`src/rtl/typed_arb_pkg.sv`:
```
// typed_arb_pkg
//   Shared definitions for the typed round-robin arbiter family.
//   - arb_state_e : output-stage occupancy (EMPTY / FULL)
//   - rr_next     : wrap-around increment of a requester index modulo n
package typed_arb_pkg;

   typedef enum logic {ARB_EMPTY, ARB_FULL} arb_state_e;

   function automatic int unsigned rr_next(input int unsigned idx, input int unsigned n);
      return (idx == n - 32'd1) ? 32'd0 : idx + 32'd1;
   endfunction

endpackage

```
`src/rtl/rr_picker.sv`:
```
// rr_picker
//   Combinational round-robin picker, independent of payload type.
//   Ports:
//     req [N]   : per-requester request bits
//     ptr [IDW] : highest-priority index for this scan (must be < N)
//     win [IDW] : first requesting index found scanning from ptr, wrapping mod N
//     any       : at least one request is present
module rr_picker #(
   parameter  int N   = 4,
   localparam int IDW = $clog2(N)
) (
   input  logic [N-1:0]   req,
   input  logic [IDW-1:0] ptr,
   output logic [IDW-1:0] win,
   output logic           any
);

   // One extra bit so ptr + offset cannot overflow before the modulo fold.
   localparam int SW = IDW + 1;

   logic [SW-1:0]  sum;
   logic [IDW-1:0] cand;
   logic           found;

   always_comb begin
      win   = '0;
      found = 1'b0;
      sum   = '0;
      cand  = '0;
      for (int unsigned off = 0; off < N; off++) begin
         sum = {1'b0, ptr} + SW'(off);
         if (sum >= SW'(N)) begin
            sum = sum - SW'(N);
         end
         cand = sum[IDW-1:0];
         if (!found && req[cand]) begin
            found = 1'b1;
            win   = cand;
         end
      end
   end

   assign any = |req;

endmodule

```
`src/rtl/typed_rr_arbiter.sv`:
```
// typed_rr_arbiter
//   Round-robin arbiter sharing one valid/ready sink among N valid/ready
//   producers, with a one-entry registered output stage.
//   Ports:
//     clk, rst          : clock, synchronous active-high reset
//     req_valid [N]     : per-requester valid
//     req_data  [N] x T : per-requester payload
//     req_ready [N]     : one-hot-or-zero accept strobe
//     out_valid         : output register holds a payload
//     out_data  T       : registered payload
//     out_id    [IDW]   : index of the requester that supplied out_data
//     out_ready         : sink accepts when high together with out_valid
module typed_rr_arbiter
   import typed_arb_pkg::*;
#(
   parameter  type T   = logic [31:0],
   parameter  int  N   = 4,
   localparam int  IDW = $clog2(N)
) (
   input  logic           clk,
   input  logic           rst,
   input  logic [N-1:0]   req_valid,
   input  T               req_data [N],
   output logic [N-1:0]   req_ready,
   output logic           out_valid,
   output T               out_data,
   output logic [IDW-1:0] out_id,
   input  logic           out_ready
);

   arb_state_e     state_q, state_d;
   logic [IDW-1:0] ptr_q, ptr_d;
   logic           out_valid_q, out_valid_d;
   T               out_data_q, out_data_d;
   logic [IDW-1:0] out_id_q, out_id_d;

   logic [IDW-1:0] win;
   logic           req_any;
   logic           load;

   rr_picker #(.N(N)) u_picker (
      .req (req_valid),
      .ptr (ptr_q),
      .win (win),
      .any (req_any)
   );

   // Gating with rst keeps req_ready low in the reset cycle, so nothing is
   // accepted and then dropped by the reset.
   always_comb begin
      load      = req_any && (state_q == ARB_EMPTY || out_ready) && !rst;
      req_ready = '0;
      if (load) begin
         req_ready[win] = 1'b1;
      end
   end

   always_comb begin
      state_d     = state_q;
      ptr_d       = ptr_q;
      out_valid_d = out_valid_q;
      out_data_d  = out_data_q;
      out_id_d    = out_id_q;
      if (load) begin
         state_d     = ARB_FULL;
         out_valid_d = 1'b1;
         out_data_d  = req_data[win];
         out_id_d    = win;
         ptr_d       = IDW'(rr_next(32'(win), N));
      end else if (state_q == ARB_FULL && out_ready) begin
         // Drained with nothing to refill: payload/id are left as they were.
         state_d     = ARB_EMPTY;
         out_valid_d = 1'b0;
      end
   end

   always_ff @(posedge clk) begin
      if (rst) begin
         state_q     <= ARB_EMPTY;
         ptr_q       <= '0;
         out_valid_q <= 1'b0;
         out_data_q  <= '0;
         out_id_q    <= '0;
      end else begin
         state_q     <= state_d;
         ptr_q       <= ptr_d;
         out_valid_q <= out_valid_d;
         out_data_q  <= out_data_d;
         out_id_q    <= out_id_d;
      end
   end

   assign out_valid = out_valid_q;
   assign out_data  = out_data_q;
   assign out_id    = out_id_q;

endmodule
```
`config.mk`:
```
export PLATFORM = sky130hd
export DESIGN_NAME = typed_rr_arbiter
export DESIGN_NICKNAME = d
export VERILOG_FILES = /design/src/rtl/typed_arb_pkg.sv /design/src/rtl/rr_picker.sv /design/src/rtl/typed_rr_arbiter.sv
export SDC_FILE = /design/constraint.sdc
export NUM_CORES = 1
export LEC_CHECK = 0
export CAP_MARGIN = 20
export CORE_MARGIN = 2
export CORE_UTILIZATION = 31
export CTS_BUF_LIST = sky130_fd_sc_hd__clkbuf_16
export DETAILED_ROUTE_END_ITERATION = 8
export PLACE_DENSITY = 0.78
export SETUP_SLACK_MARGIN = 0.5
export SLEW_MARGIN = 20
export SYNTH_ARGS = -nofsm -noshare
export SYNTH_HDL_FRONTEND = slang
export SYNTH_SLANG_ARGS = --single-unit
```
`constraint.sdc`:
```
create_clock -name clk -period 2.6 [get_ports clk]
set_input_delay 0.78 -clock clk [delete_from_list [all_inputs] [get_ports clk]]
set_output_delay 0.78 -clock clk [all_outputs]
set_load 0.01 [all_outputs]
```
==> metrics.md, run 1 <==
| Metric | Value |
|---|---|
| Status | `complete, but fails checks` |
| Failing checks | `negative setup slack` |
| Final Wtd Congestion | `roughly 0.84` |
| IO buf count | `173` |
| Synth-to-Final Area Change | `121%` |
| Most instantiated cells after synthesis | `dfxtp_1 (37), nand2_1 (35), mux2i_1 (31)` |
| Synth top area cells | `dfxtp_1 (31%), mux2i_1 (13%), a21o_1 (8.3%)` |
| Clk Latency, worst-skew pair | `0.27 ns` |
| Buffer type at the clock tree root | `clkbuf_16` |
| Final setup viols | `4` |
| Clock slew at reported path FFs | `0.06 ns` |
| Syn Nets | `approximately 430` |
| H-tree depth | `2` |
| Die Area | `about 8300 um^2` |
| Share of the synthesized area in the top cell type | `0.313` |
| Initial antenna violation count | `0` |
| Critical path arrival | `1.94 ns` |
| Dpl ws | `-0.991 ns` |
| Syn Inst Count | `293` |
| Number of synthesized flops with an enable pin | `0` |
| Starting Density | `0.323` |
| Yosys top cell by area | `dfxtp_1` |
| Layout cell share with drive strength beyond 1 | `0.232` |
| CP Capture Type | `output port` |
| #FFs+latches synth | `37` |
| First DRT Iteration DRCs | `about 110` |
| CP max stage cell | `nor4_4` |
| Layout Nets | `between 600 and 700` |
| Worst-path cell chain | `buf_12, buf_6, nor4_4, nor3_2, buf_4, buf_6, and2_4, buf_6` |
| Die width | `91.3 um` |
| # clock sinks | `37` |
| CP max stage delay | `0.32 ns` |
| Crit path depth | `8` |
| Unrepaired setup endpoints after global routing | `true` |
| CP Launch Type | `primary input` |
| Crit path top cell by count | `buf_6` |
| Longest Clk Path Bufs | `2` |
| Via count | `3,281` |
| Final WL | `11.8 mm` |
| Pwr Density | `around 510 nW/um^2` |
| Xor/xnor share of the synthesized area | `0` |
| Synth Area in Compound Gates | `0.302` |
| Largest family of logic cells by synthesized area | `compound AO/OA/AOI/OAI gates` |
| Drt first pass iters | `4` |
| Synth Area in Simple Gates | `0.185` |
| I/O pin total | `174` |
| Total GRT Usage | `0.256` |
| Hold WC Path Type | `reg2reg` |
| Number of cell rows | `31` |
| Area of the core | `7330 um^2` |
| Fin crit share | `1.04` |
| Crit-path leading delay family | `buffers and inverters` |
| Routed WL per cell | `19.3 um` |
| Max rail drop VDD | `roughly 320 uV` |
| Crit path buffers/inverters | `5` |
| Tmin final | `2.72 ns` |
| TritonCTS clock tree | `yes` |
| Congestion Overflow GR | `0` |
| First-pass GRT wire length | `17.0 mm` |
| Hold WS | `roughly 0.47 ns` |
| Critical Path RT | `1.82 ns` |
| Register area share after synthesis | `0.313` |
| Most frequent cell after synthesis | `dfxtp_1` |
| Mux share of post-synthesis cell area | `0.141` |
| Reg2reg path depth | `7` |
| Ant diodes | `0` |
| Final hold vios | `0` |
| Clock buffer count from CTS | `5` |
| Asr flop ratio synth | `0` |
| Routed Antenna Nets | `0` |
| FMAX | `~370 MHz` |
| DR vias/cell | `5.36` |
| Worst-Margin Slew | `0.457 ns` |
| Vias in the first global route | `3,458` |
| FILL cells | `515` |
| Final Slew Violations | `0` |
| Synthesized area per cell | `8.07 um^2` |
| Dpl hpwl | `~7.1 mm` |
| Hold_buf cts | `0` |
| Largest net degree at the start of global routing | `33` |
| Distinct cells, synth | `38` |
| Max FO, Critical Path | `4` |
| Warnings, synthesis | `0` |
| Hold depth | `2` |
| Post-Syn Area | `2360 um^2` |
| Skew final | `just under 0.003 ns` |
| Leak pwr | `2.09 nW` |
| Residual DRC | `0` |
| Final WS setup | `-0.115 ns` |
| Max-cap viol count | `0` |
| Ys flop type | `dfxtp_1` |
| Synth Area in Adders | `0.00529` |
| Crit Path Category | `in2out` |
| Slew headroom | `0.694` |
| Die H | `91.3 um` |
==> routing by layer <==
layer / track usage / routed length [um]
met3: 0.0739 / 1020
met5: 0 / 0
met4: 0.107 / 371
met1: 0.271 / 4470
met2: 0.472 / 5960
==> stage by stage <==
stage	area (um^2)	util	setup TNS, ns	instances	power [W]
after floorplan	2490	-	0	293	0.00122
after global placement	4490	0.613	-17.69	577	0.00177
after detailed placement	4490	0.613	-21.07	577	0.00179
after CTS	4960	0.677	-0.295	603	0.00252
after global routing	5220	0.712	-0.544	612	0.00279
final	5220	0.712	-0.393	612	0.00266
==> power by group <==
part	leakage (nW)	switching, W	internal [W]	total (W)
Clock	0.0687	0.000229	0.000347	0.000576
Sequential	0.307	0.0000565	0.000662	0.000718
Combinational	1.72	0.000581	0.000789	0.00137
==> timing repair <==
item                       CTS  global route
buffers inserted            17             5
resized for setup           85            26
pin swaps                   13            13
setup endpoints to repair   40            36
gates cloned                 1             4
==> tightest hold or removal path, stage by stage (launching register included) <==
cell and delay (ns):
dfxtp_1 0.32, nand2_1 0.05, o211ai_1 0.06
==> kinds of logic after synthesis <==
kind of cell,count (synthesis)
AO/OA/AOI/OAI,103
adder cells (fa/ha/maj),1
buffers and inverters,27
flip-flops,37
multiplexers,33
AND/OR/NAND/NOR,92
==> final timing paths <==
kind	startpoint	end	slack [ns]
min reg2reg	out_data[15]	out_data[15]	0.47
max	req_valid[2]	req_ready[3]	-0.12
min	out_data[15]	out_data[15]	0.47
max reg2reg	ptr_q[1]	out_data[29]	0.46
==> sequential cells by signal (all words and copies together) (netlist names) <==
| register | cells |
|---|---|
| out_data | 32 |
| out_id | 2 |
| ptr_q | 2 |
| out_valid | 1 |
==> cells in the final DEF (no fill, tap or decap), types with 3 or more instances in the layout <==
master           netlist  final
a21o_1                26     26
nor2_1                 8      5
nand2_1               35     34
mux2i_1               31     27
buf_12                 0      6
buf_4                  2     35
dfxtp_1               37     37
o21ai_0               28     28
clkdlybuf4s50_1        0    163
a2111oi_4              0      3
and3_4                 0      4
o211ai_1              26     26
nor2_4                 0      3
clkbuf_16              0      8
a21oi_1                8      6
buf_6                  2     21
mux2i_2                0      3
a2111oi_2              0      4
nand3_1               28     28
==> area by class of cell <==
| cell class | instances | area (um^2) | area share |
|---|---|---|---|
| Clock buffer | 5 | 125 | 0.0240 |
| Inverter | 3 | 16.3 | 0.00312 |
| Tap cell | 99 | 124 | 0.0237 |
| Timing Repair Buffer | 236 | 2440 | 0.468 |
| Clock inverter | 3 | 12.5 | 0.00240 |
| Multi-Input combinational cell | 229 | 1760 | 0.337 |
| Sequential cell | 37 | 741 | 0.142 |
No activity file was read; power rests on OpenSTA's default activity.
==> run 2, diff against run 1 <==
--- a/config.mk
+++ b/config.mk
@@ -5,6 +5,7 @@
 export SDC_FILE = /design/constraint.sdc
 export NUM_CORES = 1
 export LEC_CHECK = 0
+export ABC_AREA = 0
 export CAP_MARGIN = 20
 export CORE_MARGIN = 2
 export CORE_UTILIZATION = 31
==> results of run 2 <==
Final layout, timing and power as in run 1 (identical DEF).
==> run 3, diff against run 2 <==
==> constraint.sdc (replaced) <==
create_clock -name clk -period 2.6 [get_ports clk]
set_input_delay 0.78 -clock clk [delete_from_list [all_inputs] [get_ports clk]]
set_output_delay 0.78 -clock clk [all_outputs]
set_load 0.02 [all_outputs]
==> run 3 against run 2 <==
Net effect:
- the run still ends with negative setup slack left
- final area down 3.5%
- die area unchanged
- clock power shrank 3%
- maximum frequency up 4.0%
- total power shrank 0.80%
- core utilization decreased by 2.5 points
- first-iteration DRC count fell by 24%
- non-clock buffer count is 17 lower
- sequential power barely moved
- wire length shrank 9.0%
- clock skew is 0.0028 ns higher
- critical path type unchanged
- critical endpoint unchanged
- highest routed layer unchanged
==> metrics.md, run 3 (synthesized netlist as in run 1, its figures left out) <==
| Metric | Value |
|---|---|
| Status | `complete, but fails checks` |
| Failing checks | `negative setup slack` |
| Final hold vios | `0 (unchanged)` |
| Drt first pass iters | `4 (unchanged)` |
| Critical Path RT | `1.82 ns (about the same)` |
| Max rail drop VDD | `278 uV (-14%)` |
| Vias in the first global route | `3,197 (-7.5%)` |
| Clk Latency, worst-skew pair | `0.27 ns (about the same)` |
| Residual DRC | `0 (unchanged)` |
| Critical path arrival | `1.83 ns (-0.11 ns)` |
| Largest net degree at the start of global routing | `33 (unchanged)` |
| Slew headroom | `0.741 (+0.0478)` |
| Final Wtd Congestion | `0.915 (+8.4%)` |
| I/O pin total | `174 (unchanged)` |
| Synth-to-Final Area Change | `113%` |
| Pwr Density | `524 nW/um^2 (+2.8%)` |
| Max FO, Critical Path | `4 (unchanged)` |
| Routed WL per cell | `18.1 um (-6.3%)` |
| Total GRT Usage | `0.233 (-0.0230)` |
| H-tree depth | `2 (unchanged)` |
| Skew final | `0.00581 ns (+0.00285 ns)` |
| Area of the core | `7330 um^2 (unchanged)` |
| Fin area | `5040 um^2 (-3.5%)` |
| DR vias/cell | `5.33 (-0.52%)` |
| First-pass GRT wire length | `15.6 mm (-8.0%)` |
| Post-DP Area | `4470 um^2 (-0.47%)` |
| Crit Path Category | `in2out` |
| Hold_buf cts | `0 (unchanged)` |
| # clock sinks | `37 (unchanged)` |
| Multi-input logic area | `1750 um^2 (-0.57%)` |
| Starting Density | `0.323 (unchanged)` |
| CP Capture Type | `output port` |
| CP Launch Type | `primary input` |
| Leak pwr | `2.01 nW (-4.0%)` |
| Sequential power share | `0.272 (+0.002)` |
| Tmin final | `2.61 ns (-0.105 ns)` |
| Register Area | `742 um^2 (+0.17%)` |
| Longest Clk Path Bufs | `2 (unchanged)` |
| Unrepaired setup endpoints after global routing | `true` |
| Max-cap viol count | `0 (unchanged)` |
| Net Sw Power | `0.000894 W (+3.2%)` |
| HP Start | `out_id[0]` |
| Ant diodes | `0 (unchanged)` |
| Clock slew at reported path FFs | `0.05 ns (about the same)` |
| Final Core Density | `0.687 (-0.0249)` |
| Initial antenna violation count | `0 (unchanged)` |
| Overall Power | `0.00264 W (-0.80%)` |
| IO buf count | `173 (unchanged)` |
| Fin crit share | `1.00 (-0.0405)` |
| Congestion Overflow GR | `0 (unchanged)` |
| Commonest non-fill, non-tap cell in the layout | `clkdlybuf4s50_1` |
| Die H | `91.3 um (unchanged)` |
| FMAX | `383 MHz (+4.0%)` |
| FILL cells | `550 (+6.8%)` |
| Sw Share | `0.338 (+0.0132)` |
| Routed Antenna Nets | `0 (unchanged)` |
| First DRT Iteration DRCs | `87 (-24%)` |
| Layout Nets | `631 (-2.6%)` |
| Clock share of power | `0.212 (-0.004)` |
| Hold WC Path Type | `reg2reg` |
| Worst-Margin Slew | `0.388 ns (-0.0692 ns)` |
| Combinational power share | `0.516 (+0.002)` |
| Final WS setup | `-0.00990 ns (+0.105 ns)` |
| Largest register FFs | `32 (unchanged)` |
| Die Area | `8340 um^2 (unchanged)` |
| Most frequent cells in the layout | `clkdlybuf4s50_1 (163), dfxtp_1 (36), nand2_1 (34)` |
| Final WL | `10.8 mm (-9.0%)` |
| Origin of the critical flop-to-flop path | `ptr_q[1]` |
| Buffer type at the clock tree root | `clkbuf_16` |
| Die width | `91.3 um (unchanged)` |
| Worst Setup SP | `req_valid[2]` |
| Via count | `3,168 (-3.4%)` |
| TritonCTS clock tree | `yes` |
| Layout cell share with drive strength beyond 1 | `0.188 (-0.0441)` |
| Clock buffer count from CTS | `5 (unchanged)` |
| Final Slew Violations | `0 (unchanged)` |
| Number of cell rows | `31 (unchanged)` |
| Internal power | `0.00175 W (-2.7%)` |
| Setup TNS | `-0.0100 ns (+0.383 ns)` |
| Dpl hpwl | `7.13 mm (-0.19%)` |
| Final setup viols | `2 (-2)` |
==> run 3: changes by cell type in the layout (fill, tap and decap cells not counted), moves of 2 or more <==
| cell | change |
|---|---|
| a21oi_1 | +2 |
| a21oi_2 | -2 |
| and3_1 | +4 |
| and3_4 | -4 |
| buf_4 | -5 |
| buf_6 | -11 |
| mux2i_1 | +2 |
| mux2i_2 | -2 |
| nor3_2 | -2 |
==> run 3: worst max-delay path, cell delays in order <==
cell and delay (ns):
buf_12 0.11, nor2b_4 0.13, a221oi_4 0.31, nor2_4 0.08, ha_4 0.16, and2_4 0.13, buf_6 0.12
==> run 3: worst paths after layout <==
path	cells after the start	end	slack (ns)
min	2	out_id[0]	0.46
max	7	req_ready[3]	-0.01
max reg2reg	8	out_data[20]	0.54
min reg2reg	2	out_id[0]	0.46
==> run 3: per-layer routing <==
| metal | routed length [um] | track usage | vias up |
|---|---|---|---|
| li1 | - | - | 1492 |
| met1 | 4170 | 0.270 | 1518 |
| met2 | 5620 | 0.423 | 143 |
| met3 | 822 | 0.0614 | 15 |
| met4 | 150 | 0.0606 | 0 |
| met5 | 0 | 0 | - |
==> run 3: through the flow <==
step | setup slack, ns | cells | hold WS [ns]
3_3_place_gp | -1.02 | 570 | 0.444
5_1_grt | -0.0398 | 594 | 0.495
2_1_floorplan | 0.124 | 293 | 0.476
3_5_place_dp | -1.07 | 570 | 0.456
4_1_cts | -0.0335 | 585 | 0.463
6_report | -0.00990 | 594 | 0.456
==> run 3: layout make-up <==
type / instances / share of cell area
clock buffers: 5 / 0.0248
clock inverters: 2 / 0.00149
flip-flops and latches: 37 / 0.147
repair buffers: 219 / 0.451
multi-input cells: 229 / 0.347
inverters: 3 / 0.00372
well taps: 99 / 0.0246
==> run 3: power groups by stage <==
stage | sequential [W] | clock (W) | combinational (W)
floorplan | 0.000833 | 0 | 0.000458
global placement | 0.000723 | 0 | 0.00111
detailed placement | 0.000727 | 0 | 0.00114
CTS | 0.000715 | 0.000579 | 0.00124
global route | 0.000729 | 0.000597 | 0.00144
finish | 0.000718 | 0.000560 | 0.00136
==> run 3: timing repair <==
action | CTS | global route
gates resized for setup | 77 | 25
cloned | 1 | 2
setup buffers | 7 | 7
endpoints found under the setup margin | 40 | 36
pin swaps | 7 | 10
